`config.mk`:
```
export PLATFORM = sky130hd
export DESIGN_NAME = fetch_unit_flat
export DESIGN_NICKNAME = d
export VERILOG_FILES = /design/src/rtl/fetch_unit_pkg.sv /design/src/rtl/fetch_unit_if.sv /design/src/rtl/fetch_unit_fifo.sv /design/src/rtl/fetch_unit.sv /design/src/flat_wrapper.sv
export SDC_FILE = /design/constraint.sdc
export NUM_CORES = 1
export LEC_CHECK = 0
export BUFFER_PORTS_ARGS = -buffer_cell sky130_fd_sc_hd__buf_2
export CORE_AREA = 2 2 135 137
export CTS_CLUSTER_DIAMETER = 40
export DETAILED_ROUTE_END_ITERATION = 16
export DIE_AREA = 0 0 137 139
export HOLD_SLACK_MARGIN = 0.15
export PLACE_DENSITY_LB_ADDON = 0.2
export SYNTH_ARGS = -nofsm -noshare
export SYNTH_HDL_FRONTEND = slang
export SYNTH_SLANG_ARGS = --single-unit
```
`constraint.sdc`:
```
create_clock -name clk -period 7.25 [get_ports clk]
set_input_delay 0.725 -clock clk [delete_from_list [all_inputs] [get_ports clk]]
set_output_delay 0.725 -clock clk [all_outputs]
set_load 0.01 [all_outputs]
```
`src/rtl/fetch_unit_pkg.sv`:
```
`default_nettype none
// ============================================================================
// Module   : fetch_unit_pkg
// Purpose  : Shared types and helpers for the instruction fetch stage:
//            FSM state encoding and instruction field extraction.
// Revision : 1.0 - initial release
// ============================================================================
package fetch_unit_pkg;

    typedef enum logic [1:0] {
        FETCH_IDLE = 2'd0,  // no request outstanding
        FETCH_REQ  = 2'd1,  // request outstanding, response will be kept
        FETCH_DROP = 2'd2   // request outstanding, response will be discarded
    } fetch_state_e;

    localparam int OPCODE_HI = 31;
    localparam int OPCODE_LO = 26;
    localparam int FUNCT_HI  = 5;
    localparam int FUNCT_LO  = 0;

    function automatic logic [5:0] opcode_of(input logic [31:0] word);
        return word[OPCODE_HI:OPCODE_LO];
    endfunction

    function automatic logic [5:0] funct_of(input logic [31:0] word);
        return word[FUNCT_HI:FUNCT_LO];
    endfunction

endpackage
`default_nettype wire

```
`src/rtl/fetch_unit_if.sv`:
```
`default_nettype none
// ============================================================================
// Module   : fetch_unit_if
// Purpose  : Instruction-memory request/response and decode handshake
//            signals of the fetch stage, plus the redirect input.
// Revision : 1.0 - initial release
// ============================================================================
interface fetch_unit_if #(
    parameter int XLEN = 32
);
    logic            imem_req;
    logic [XLEN-1:0] imem_addr;
    logic            imem_ack;
    logic [XLEN-1:0] imem_data;
    logic            redirect_en;
    logic [XLEN-1:0] redirect_pc;
    logic            if_valid;
    logic            if_ready;
    logic [XLEN-1:0] if_instr;
    logic [XLEN-1:0] if_pc;
    logic [5:0]      if_opcode;
    logic [5:0]      if_funct;

    // Fetch stage side
    modport master (
        output imem_req, imem_addr, if_valid, if_instr, if_pc, if_opcode, if_funct,
        input  imem_ack, imem_data, redirect_en, redirect_pc, if_ready
    );

    // Memory / decode / branch-unit side
    modport slave (
        input  imem_req, imem_addr, if_valid, if_instr, if_pc, if_opcode, if_funct,
        output imem_ack, imem_data, redirect_en, redirect_pc, if_ready
    );
endinterface
`default_nettype wire

```
`src/rtl/fetch_unit_fifo.sv`:
```
`default_nettype none
// ============================================================================
// Module   : fetch_fifo
// Purpose  : Small synchronous FIFO holding {instruction, pc} pairs between
//            instruction memory and decode. Flush overrides push and pop.
// Revision : 1.0 - initial release
// ============================================================================
module fetch_fifo #(
    parameter int WIDTH = 64,
    parameter int DEPTH = 2
) (
    input  wire logic                   clk,
    input  wire logic                   rst,
    input  wire logic                   push_i,
    input  wire logic                   pop_i,
    input  wire logic                   flush_i,
    input  wire logic [WIDTH-1:0]       wdata_i,
    output logic      [WIDTH-1:0]       rdata_o,
    output logic                        full_o,
    output logic                        empty_o,
    output logic      [$clog2(DEPTH):0] count_o
);
    localparam int AW = $clog2(DEPTH);
    localparam int CW = AW + 1;

    logic [WIDTH-1:0] mem_q [DEPTH];
    logic [AW-1:0]    wr_ptr_q;
    logic [AW-1:0]    rd_ptr_q;
    logic [CW-1:0]    count_q;
    logic             do_push;
    logic             do_pop;

    assign full_o  = (count_q == CW'(DEPTH));
    assign empty_o = (count_q == '0);
    assign count_o = count_q;
    assign rdata_o = mem_q[rd_ptr_q];

    // A push into a full FIFO is only legal when the head leaves the same cycle
    assign do_pop  = pop_i && !empty_o;
    assign do_push = push_i && (!full_o || do_pop);

    // Pointer and occupancy bookkeeping; power-of-2 depth lets pointers wrap
    always_ff @(posedge clk) begin
        if (rst || flush_i) begin
            wr_ptr_q <= '0;
            rd_ptr_q <= '0;
            count_q  <= '0;
        end else begin
            if (do_push) wr_ptr_q <= wr_ptr_q + AW'(1);
            if (do_pop)  rd_ptr_q <= rd_ptr_q + AW'(1);
            count_q <= count_q + CW'(do_push) - CW'(do_pop);
        end
    end

    // Storage write; contents need no reset because occupancy gates reads
    always_ff @(posedge clk) begin
        if (do_push && !flush_i) mem_q[wr_ptr_q] <= wdata_i;
    end

endmodule
`default_nettype wire

```
`src/rtl/fetch_unit.sv`:
```
`default_nettype none
// ============================================================================
// Module   : fetch_unit
// Purpose  : Instruction fetch stage. Owns the fetch PC, keeps at most one
//            request outstanding to instruction memory, buffers returned
//            words and hands them to decode; redirects flush wrong-path work.
// Revision : 1.0 - initial release
// ============================================================================
module fetch_unit
    import fetch_unit_pkg::*;
#(
    parameter int              XLEN       = 32,
    parameter logic [XLEN-1:0] RESET_PC   = '0,
    parameter int              FIFO_DEPTH = 2
) (
    input  wire logic     clk,
    input  wire logic     reset,
    fetch_unit_if.master  bus
);
    localparam int CW = $clog2(FIFO_DEPTH) + 1;

    fetch_state_e      state_q, state_d;
    logic [XLEN-1:0]   pc_q, pc_d;
    logic [XLEN-1:0]   req_addr_q, req_addr_d;
    logic              req_w;
    logic              push_w;
    logic              pop_w;
    logic              full_w;
    logic              empty_w;
    logic [CW-1:0]     count_w;
    logic [CW-1:0]     count_after_w;
    logic [2*XLEN-1:0] head_w;
    logic [XLEN-1:0]   head_instr_w;
    logic [XLEN-1:0]   head_pc_w;
    logic [XLEN-1:0]   redir_pc_w;
    logic [XLEN-1:0]   pc_inc_w;

    assign redir_pc_w    = bus.redirect_pc & ~XLEN'(3);
    assign pc_inc_w      = pc_q + XLEN'(4);
    assign pop_w         = bus.if_valid && bus.if_ready && !bus.redirect_en;
    // Occupancy after a push this cycle, used to decide whether to keep fetching
    assign count_after_w = count_w + CW'(1) - CW'(pop_w);

    fetch_fifo #(
        .WIDTH (2*XLEN),
        .DEPTH (FIFO_DEPTH)
    ) u_fifo (
        .clk     (clk),
        .rst     (reset),
        .push_i  (push_w),
        .pop_i   (pop_w),
        .flush_i (bus.redirect_en),
        .wdata_i ({bus.imem_data, req_addr_q}),
        .rdata_o (head_w),
        .full_o  (full_w),
        .empty_o (empty_w),
        .count_o (count_w)
    );

    // State, PC and in-flight address registers
    always_ff @(posedge clk) begin
        if (reset) begin
            state_q    <= FETCH_IDLE;
            pc_q       <= RESET_PC;
            req_addr_q <= RESET_PC;
        end else begin
            state_q    <= state_d;
            pc_q       <= pc_d;
            req_addr_q <= req_addr_d;
        end
    end

    // Next-state logic; a redirect outranks every other event
    always_comb begin
        state_d    = state_q;
        pc_d       = pc_q;
        req_addr_d = req_addr_q;
        req_w      = 1'b0;
        push_w     = 1'b0;
        case (state_q)
            FETCH_IDLE: begin
                if (bus.redirect_en) begin
                    pc_d       = redir_pc_w;
                    req_addr_d = redir_pc_w;
                    state_d    = FETCH_REQ;
                end else if (!full_w) begin
                    req_addr_d = pc_q;
                    state_d    = FETCH_REQ;
                end
            end
            FETCH_REQ: begin
                req_w = 1'b1;
                if (bus.redirect_en) begin
                    pc_d = redir_pc_w;
                    if (bus.imem_ack) begin
                        req_addr_d = redir_pc_w;
                        state_d    = FETCH_REQ;
                    end else begin
                        state_d = FETCH_DROP;
                    end
                end else if (bus.imem_ack) begin
                    push_w     = 1'b1;
                    pc_d       = pc_inc_w;
                    req_addr_d = pc_inc_w;
                    state_d    = (count_after_w < CW'(FIFO_DEPTH)) ? FETCH_REQ : FETCH_IDLE;
                end
            end
            FETCH_DROP: begin
                // Old request stays on the bus until its response is swallowed
                req_w = 1'b1;
                if (bus.redirect_en) pc_d = redir_pc_w;
                if (bus.imem_ack) begin
                    req_addr_d = bus.redirect_en ? redir_pc_w : pc_q;
                    state_d    = FETCH_REQ;
                end
            end
            default: state_d = FETCH_IDLE;
        endcase
    end

    // Outputs are forced quiet while reset is held, even before the first edge
    assign head_instr_w  = reset ? '0 : head_w[2*XLEN-1:XLEN];
    assign head_pc_w     = reset ? '0 : head_w[XLEN-1:0];
    assign bus.imem_req  = req_w && !reset;
    assign bus.imem_addr = reset ? RESET_PC : req_addr_q;
    assign bus.if_valid  = !empty_w && !reset;
    assign bus.if_instr  = head_instr_w;
    assign bus.if_pc     = head_pc_w;
    assign bus.if_opcode = opcode_of(head_instr_w[31:0]);
    assign bus.if_funct  = funct_of(head_instr_w[31:0]);

endmodule
`default_nettype wire

```
`src/flat_wrapper.sv`:
```
// flat-port wrapper written by rule: the top's interface ports become plain ports
module fetch_unit_flat import fetch_unit_pkg::*;
#(
    parameter int              XLEN       = 32,
    parameter logic [XLEN-1:0] RESET_PC   = '0,
    parameter int              FIFO_DEPTH = 2
)
  (clk, reset, bus_imem_req, bus_imem_addr, bus_if_valid, bus_if_instr, bus_if_pc, bus_if_opcode, bus_if_funct, bus_imem_ack, bus_imem_data, bus_redirect_en, bus_redirect_pc, bus_if_ready);
  fetch_unit_if #(.XLEN(XLEN)) bus_i ();
  input  wire logic clk;
  input  wire logic reset;
  output wire logic [$bits(bus_i.imem_req)-1:0] bus_imem_req;
  output wire logic [$bits(bus_i.imem_addr)-1:0] bus_imem_addr;
  output wire logic [$bits(bus_i.if_valid)-1:0] bus_if_valid;
  output wire logic [$bits(bus_i.if_instr)-1:0] bus_if_instr;
  output wire logic [$bits(bus_i.if_pc)-1:0] bus_if_pc;
  output wire logic [$bits(bus_i.if_opcode)-1:0] bus_if_opcode;
  output wire logic [$bits(bus_i.if_funct)-1:0] bus_if_funct;
  input wire logic [$bits(bus_i.imem_ack)-1:0] bus_imem_ack;
  input wire logic [$bits(bus_i.imem_data)-1:0] bus_imem_data;
  input wire logic [$bits(bus_i.redirect_en)-1:0] bus_redirect_en;
  input wire logic [$bits(bus_i.redirect_pc)-1:0] bus_redirect_pc;
  input wire logic [$bits(bus_i.if_ready)-1:0] bus_if_ready;
  assign bus_imem_req = bus_i.imem_req;
  assign bus_imem_addr = bus_i.imem_addr;
  assign bus_if_valid = bus_i.if_valid;
  assign bus_if_instr = bus_i.if_instr;
  assign bus_if_pc = bus_i.if_pc;
  assign bus_if_opcode = bus_i.if_opcode;
  assign bus_if_funct = bus_i.if_funct;
  assign bus_i.imem_ack = bus_imem_ack;
  assign bus_i.imem_data = bus_imem_data;
  assign bus_i.redirect_en = bus_redirect_en;
  assign bus_i.redirect_pc = bus_redirect_pc;
  assign bus_i.if_ready = bus_if_ready;
  fetch_unit #(.XLEN(XLEN), .RESET_PC(RESET_PC), .FIFO_DEPTH(FIFO_DEPTH)) u_core (.clk(clk), .reset(reset), .bus(bus_i));
endmodule
```
==> results of run 1 <==
[kinds of logic after synthesis]
family,Yosys count,share of synthesized area
adders and majority gates,6,0.00792
muxes,72,0.0761
buffers and inverters,97,0.0449
DFF,199,0.556
xor gates and xnor gates,26,0.0240
AOI/OAI and AO/OA,160,0.109
and+or+nand+nor,332,0.182
[how the worst max path moves through the flow]
stage / cells after the start / endpoint
final: 7 / u_core.u_fifo.mem_q[1][7]$_DFFE_PP_
after global routing: 7 / u_core.u_fifo.mem_q[1][29]$_DFFE_PP_
after CTS: 7 / u_core.u_fifo.mem_q[1][3]$_DFFE_PP_
after detailed placement: 7 / u_core.u_fifo.mem_q[1][5]$_DFFE_PP_
after global placement: 7 / u_core.u_fifo.mem_q[1][10]$_DFFE_PP_
after floorplan: 5 / u_core.u_fifo.mem_q[0][0]$_DFFE_PP_
[flip-flops by register name, summed over array words and instances, names as in the netlist, named ones only]
| register | cells |
|---|---|
| u_core.u_fifo.mem_q | 128 |
| u_core.u_fifo.wr_ptr_q | 1 |
| u_core.pc_q | 32 |
| u_core.req_addr_q | 32 |
| u_core.u_fifo.rd_ptr_q | 1 |
| u_core.u_fifo.count_o | 2 |
| u_core.state_q | 2 |
[layout make-up]
class | instances | area (sq um)
sequential | 199 | 5270
fill | 1485 | 6630
tap | 229 | 287
timing repair buffer | 188 | 973
inverter | 18 | 67.6
clock buffer | 17 | 425
multi-input combinational | 596 | 3800
clock inverter | 15 | 211
[through the flow]
stage               power, mW  hold WS [ps]
finish                   2.59           449
global route             2.69           455
CTS                      2.60           449
detailed placement       1.60           429
global placement         1.59           423
floorplan                1.50           418
[Yosys cell counts, drive strengths merged, types with 14 or more instances]
cell type | number | area (sq um)
a21oi | 41 | 205
and3 | 16 | 101
buf | 28 | 164
clkbuf | 51 | 194
dfxtp | 71 | 1420
edfxtp | 128 | 3840
inv | 17 | 63.8
mux2i | 72 | 721
nand2 | 53 | 201
nand3 | 29 | 145
nand4 | 22 | 153
nor2 | 111 | 417
nor2b | 38 | 238
nor3 | 14 | 75.1
o21ai | 29 | 145
xnor2 | 14 | 123
[power by group through the flow]
stage	Combinational (mW)	Clock (mW)	Sequential, mW
after global routing	0.302	1.08	1.31
after floorplan	0.192	0	1.31
after detailed placement	0.273	0	1.33
final	0.274	1.02	1.30
after CTS	0.275	1.02	1.30
after global placement	0.269	0	1.33
[metal layers]
layer	up-vias	routed length, um	part of all wire
met2	247	10700	0.48
met5	-	0	0
met3	25	1700	0.076
met4	0	286	0.013
li1	3503	-	-
met1	3411	9620	0.43
[worst max-delay path: cells and delay by family]
family / cells / cell delay, ps
buffers and inverters: 3 / 1100
and+or+nand+nor: 3 / 1040
AOI/OAI and AO/OA: 1 / 220
==> impl_metrics.tcl, run 1 <==
set metrics [dict create \
    overflow 0 \
    hold_depth 0 \
    fp.dieH_um 139 \
    slew_headroom 0.395 \
    drc 0 \
    min_to "u_core.u_fifo.mem_q[0][26]$_DFFE_PP_" \
    setup_ws_ps 4160 \
    instances_no_fill 1262 \
    setup_violations 0 \
    ant_nets 0 \
    endpoint_kind "flip-flop" \
    holdBufCountCts 0 \
    start_util 0.536 \
    ys_seq_area_frac 0.556 \
    synthesis.area_sq_um 9470 \
    drtIter0Drc 549 \
    rows 49 \
    gr-usage-met1 0.307 \
    synth_flop_cell "edfxtp_1" \
    p_sw_uw 647 \
    synthesis.nets 967 \
    viasPerCell 5.69 \
    cts.sinks 199 \
    clk_pin_slew_worst_paths_ps 70 \
    synth_edf_count 128 \
    gp_congestion 0.877 \
    power.internal_mw 1.95 \
    crit_required_ps 7300 \
    power_frac_seq 0.502 \
    first_global_vias 6654 \
    syn_to_final_growth_pct 16.4 \
    synth_cells 892 \
    placed_area_sq_um 10400 \
    synth_area_per_cell_sq_um 10.6 \
    tightest_slew_ps 907 \
    arrival_ps 3150 \
    mostFrequentLayoutCell "buf_2" \
    rrSetupSlack_ps 4560 \
    wl_per_cell_um 17.7 \
    synth_seq_cells 199 \
    clockBufferDepth 2 \
    rr_startpoint "u_core.state_q[0]$_SDFFE_PP0P_" \
    postRouteWirelength_um 22300 \
    powerDensity_nw_per_um2 235 \
    clock-root-buffer "clkbuf_16" \
    hp-start "u_core.req_addr_q[26]$_SDFFE_PP0P_" \
    crit_type "input port to flip-flop" \
    rr_endpoint "u_core.pc_q[25]$_SDFFE_PP0P_" \
    cts_resized 0 \
    grt_pass1_wl_um 34500 \
    io_pins 179 \
    grt_start_max_net_pins 61 \
    fin_crit_sh 0.427 \
    critPathMaxFanout 60 \
    worst_ir_drop_vdd_mv 0.193 \
    startpoint "bus_redirect_en" \
    drv_slew 0 \
    first_pass_iters 5 \
    antenna_found_initial 0 \
    p_leak_nw 4.15 \
    ff2ff_path_depth 6 \
    dieArea_sq_um 19000 \
    crit_path_top_delay_cell "buf_4" \
    design.core.area_sq_um 17700 \
    final_cell_mix "buf_2, edfxtp_1, nor2_1" \
    yosysWarnings 0 \
    drv_cap 0 \
    clkPwrFrac 0.392 \
    drive_gt1_frac 0.230 \
    cts_buffers 17 \
    dpl.cell_count 1230 \
    setup_tns_ps 0 \
    dp_hpwl_um 14700 \
    status "completed" \
    use_met3 0.0497 \
    cts_setup_buffers 0 \
    antenna_cells 0 \
    finClkSkew_ps 10.3 \
    fin_area_sq_um 11000 \
    cts_tree "built" \
    hold_class "flip-flop to flip-flop" \
    insertion_delay_ps 430 \
    rsz0062_at_grt "false" \
    htreeDepth 4 \
    timing.critical_path.mode_cell "buf_4" \
    dp_slack_ps 3700 \
    grtUsageTotal 0.232 \
    busiest_layer "met2" \
    startpoint_type "input port" \
    use_met2 0.387 \
    numPortBuffers 176 \
    die_x_um 137 \
    ys_types 66 \
    period_minus_slack_ps 3090 \
    fin_util 0.625 \
    nNetsFinal 1095 \
    synthArstFlopShare 0 \
    combPwrFrac 0.105 \
    slowest_delay_ps 680 \
    fmax_mhz 323 \
    switching_share 0.249 \
    path_cells "buf_2 > buf_4 > nor2_1 > a211o_1 > nand2_1 > nor2_4 > buf_4" \
    hold_viol 0 \
    dr_total_vias 7186 \
]
Power figures use the tool's default switching activity.
==> inputs of run 2 (changes only) <==
- clock period: 7.25 -> 3.1 ns (I/O delays scaled with it)
==> impl_metrics.tcl, run 2 (synthesized netlist as in run 1, its figures left out) <==
set metrics [dict create \
    status "completed" \
    drc 0 \
    overflow 0 \
    combPwrFrac 0.118 \
    dieArea_sq_um 19000 \
    reg.largest.list "u_core.u_fifo.mem_q x128, u_core.pc_q x32, u_core.req_addr_q x32" \
    start_util 0.536 \
    cts_buffers 17 \
    numPortBuffers 176 \
    grt_start_max_net_pins 153 \
    powerDensity_nw_per_um2 522 \
    first_pass_iters 6 \
    clock-root-buffer "clkbuf_16" \
    p_leak_nw 4.37 \
    fmax_mhz 408 \
    hold_depth 3 \
    drv_cap 0 \
    power_mw 6.03 \
    slowest_delay_ps 750 \
    rr_startpoint "u_core.state_q[1]$_SDFFE_PP0P_" \
    ff2ff_path_depth 8 \
    first_global_vias 7109 \
    fin_crit_sh 0.792 \
    path_cells "inv_1 > ha_1 > buf_4 > and2_1 > and4_1 > xnor2_1 > a2111oi_0 > a21o_1" \
    cts.sinks 199 \
    finClkSkew_ps 7.93 \
    critPathMaxFanout 23 \
    clkPwrFrac 0.376 \
    io_pins 179 \
    ant_nets 0 \
    worst-path-buf-inv 2 \
    grtUsageTotal 0.243 \
    grt_pass1_wl_um 36400 \
    dr_total_vias 7479 \
    largest_reg_flops 128 \
    switching_share 0.261 \
    antenna_found_initial 1 \
    worst_ir_drop_vdd_mv 0.401 \
    wl_per_cell_um 17.7 \
    rr_endpoint "u_core.req_addr_q[14]$_SDFFE_PP0P_" \
    min_to "u_core.pc_q[26]$_SDFFE_PP0P_" \
    cts_tree "built" \
    hold_viol 0 \
    nNetsFinal 1144 \
    insertion_delay_ps 440 \
    rrSetupSlack_ps 650 \
    clk_pin_slew_worst_paths_ps 70 \
    dp_hpwl_um 15300 \
    drtIter0Drc 699 \
    die_x_um 137 \
    tightest_slew_ps 787 \
    viasPerCell 5.70 \
    startpoint_type "flip-flop" \
    drive_gt1_frac 0.234 \
    hold_class "input port to flip-flop" \
    clockBufferDepth 2 \
    setup_violations 0 \
    crit_type "flip-flop to flip-flop" \
    fin_util 0.653 \
    htreeDepth 4 \
    hp-start "bus_redirect_pc[26]" \
    rows 49 \
    mostFrequentLayoutCell "buf_2" \
    crit_path_top_delay_cell "a2111oi_0" \
    slew_headroom 0.462 \
    design.core.area_sq_um 17700 \
    drv_slew 0 \
    regMostFlops "u_core.u_fifo.mem_q" \
    final_cell_mix "buf_2, edfxtp_1, nor2_1" \
    endpoint_kind "flip-flop" \
    arrival_ps 2840 \
    gp_congestion 0.914 \
    period_minus_slack_ps 2450 \
    power_frac_seq 0.506 \
    cts_resized 0 \
    postRouteWirelength_um 23200 \
    path_delay_family "compound AO/OA/AOI/OAI gates" \
    power.internal_mw 4.45 \
    rsz0062_at_grt "false" \
    p_sw_mw 1.57 \
    syn_to_final_growth_pct 21.8 \
    crit_required_ps 3480 \
    fp.dieH_um 139 \
]
==> run 2: area by class of cell <==
class | instances | area [sq um]
inverters | 18 | 67.6
diodes | 1 | 2.50
repair buffers | 237 | 1500
multi-input cells | 596 | 3800
fillers | 1418 | 6120
well taps | 229 | 287
clock inverters | 15 | 181
flip-flops and latches | 199 | 5270
clock buffers | 17 | 425
==> run 2: worst max-delay path by stage <==
| stage | start | end | slack [ps] | cells past startpoint |
|---|---|---|---|---|
| after detailed placement | u_core.state_q[0]$_SDFFE_PP0P_ | u_core.pc_q[26]$_SDFFE_PP0P_ | 670 | 7 |
| after floorplan | u_core.state_q[1]$_SDFFE_PP0P_ | u_core.u_fifo.mem_q[0][0]$_DFFE_PP_ | -170 | 7 |
| after global routing | u_core.pc_q[2]$_SDFFE_PP0P_ | u_core.pc_q[26]$_SDFFE_PP0P_ | 480 | 6 |
| after CTS | u_core.state_q[0]$_SDFFE_PP0P_ | u_core.pc_q[28]$_SDFFE_PP0P_ | 640 | 7 |
| after global placement | u_core.state_q[1]$_SDFFE_PP0P_ | u_core.req_addr_q[14]$_SDFFE_PP0P_ | 720 | 8 |
| final | u_core.state_q[1]$_SDFFE_PP0P_ | u_core.req_addr_q[14]$_SDFFE_PP0P_ | 650 | 8 |
==> run 2: worst register-to-register path, cell delays in order (launching register included) <==
cell       delay [ps]
dfxtp_1           380
inv_1              80
ha_1              250
buf_4             250
and2_1            190
and4_1            230
xnor2_1           130
a2111oi_0         750
a21o_1            140
==> run 2: stage by stage <==
| stage | setup slack [ps] | hold WS, ps | cell area, sq um | TNS (ps) | instances |
|---|---|---|---|---|---|
| after floorplan | -170 | 409 | 9480 | -21810 | 892 |
| after global placement | 724 | 424 | 10600 | 0 | 1244 |
| after detailed placement | 672 | 431 | 10600 | 0 | 1244 |
| after CTS | 645 | 153 | 11500 | 0 | 1311 |
| after global routing | 483 | 180 | 11500 | 0 | 1311 |
| final | 646 | 158 | 11500 | 0 | 1312 |
==> run 2: power by group through the flow <==
stage | Clock (mW) | Sequential (mW) | Combinational (mW)
after global placement | 0 | 3.10 | 0.655
after global routing | 2.40 | 3.07 | 0.780
after detailed placement | 0 | 3.11 | 0.666
after CTS | 2.30 | 3.05 | 0.707
after floorplan | 0 | 3.05 | 0.449
final | 2.27 | 3.05 | 0.709
==> run 2: repair_timing <==
item / 4_1_cts / 5_1_grt
hold buffers: 35 / 0
hold endpoints to repair: 67 / 0
setup buffers: 0 / 0
==> run 2: per-layer routing <==
layer  GRT usage  up-vias  routed length [um]
li1            -     3611                   -
met2       0.403      281               11300
met4      0.0846        0                 419
met3      0.0486       39                1640
met1       0.316     3548                9770
met5           0        -                   0
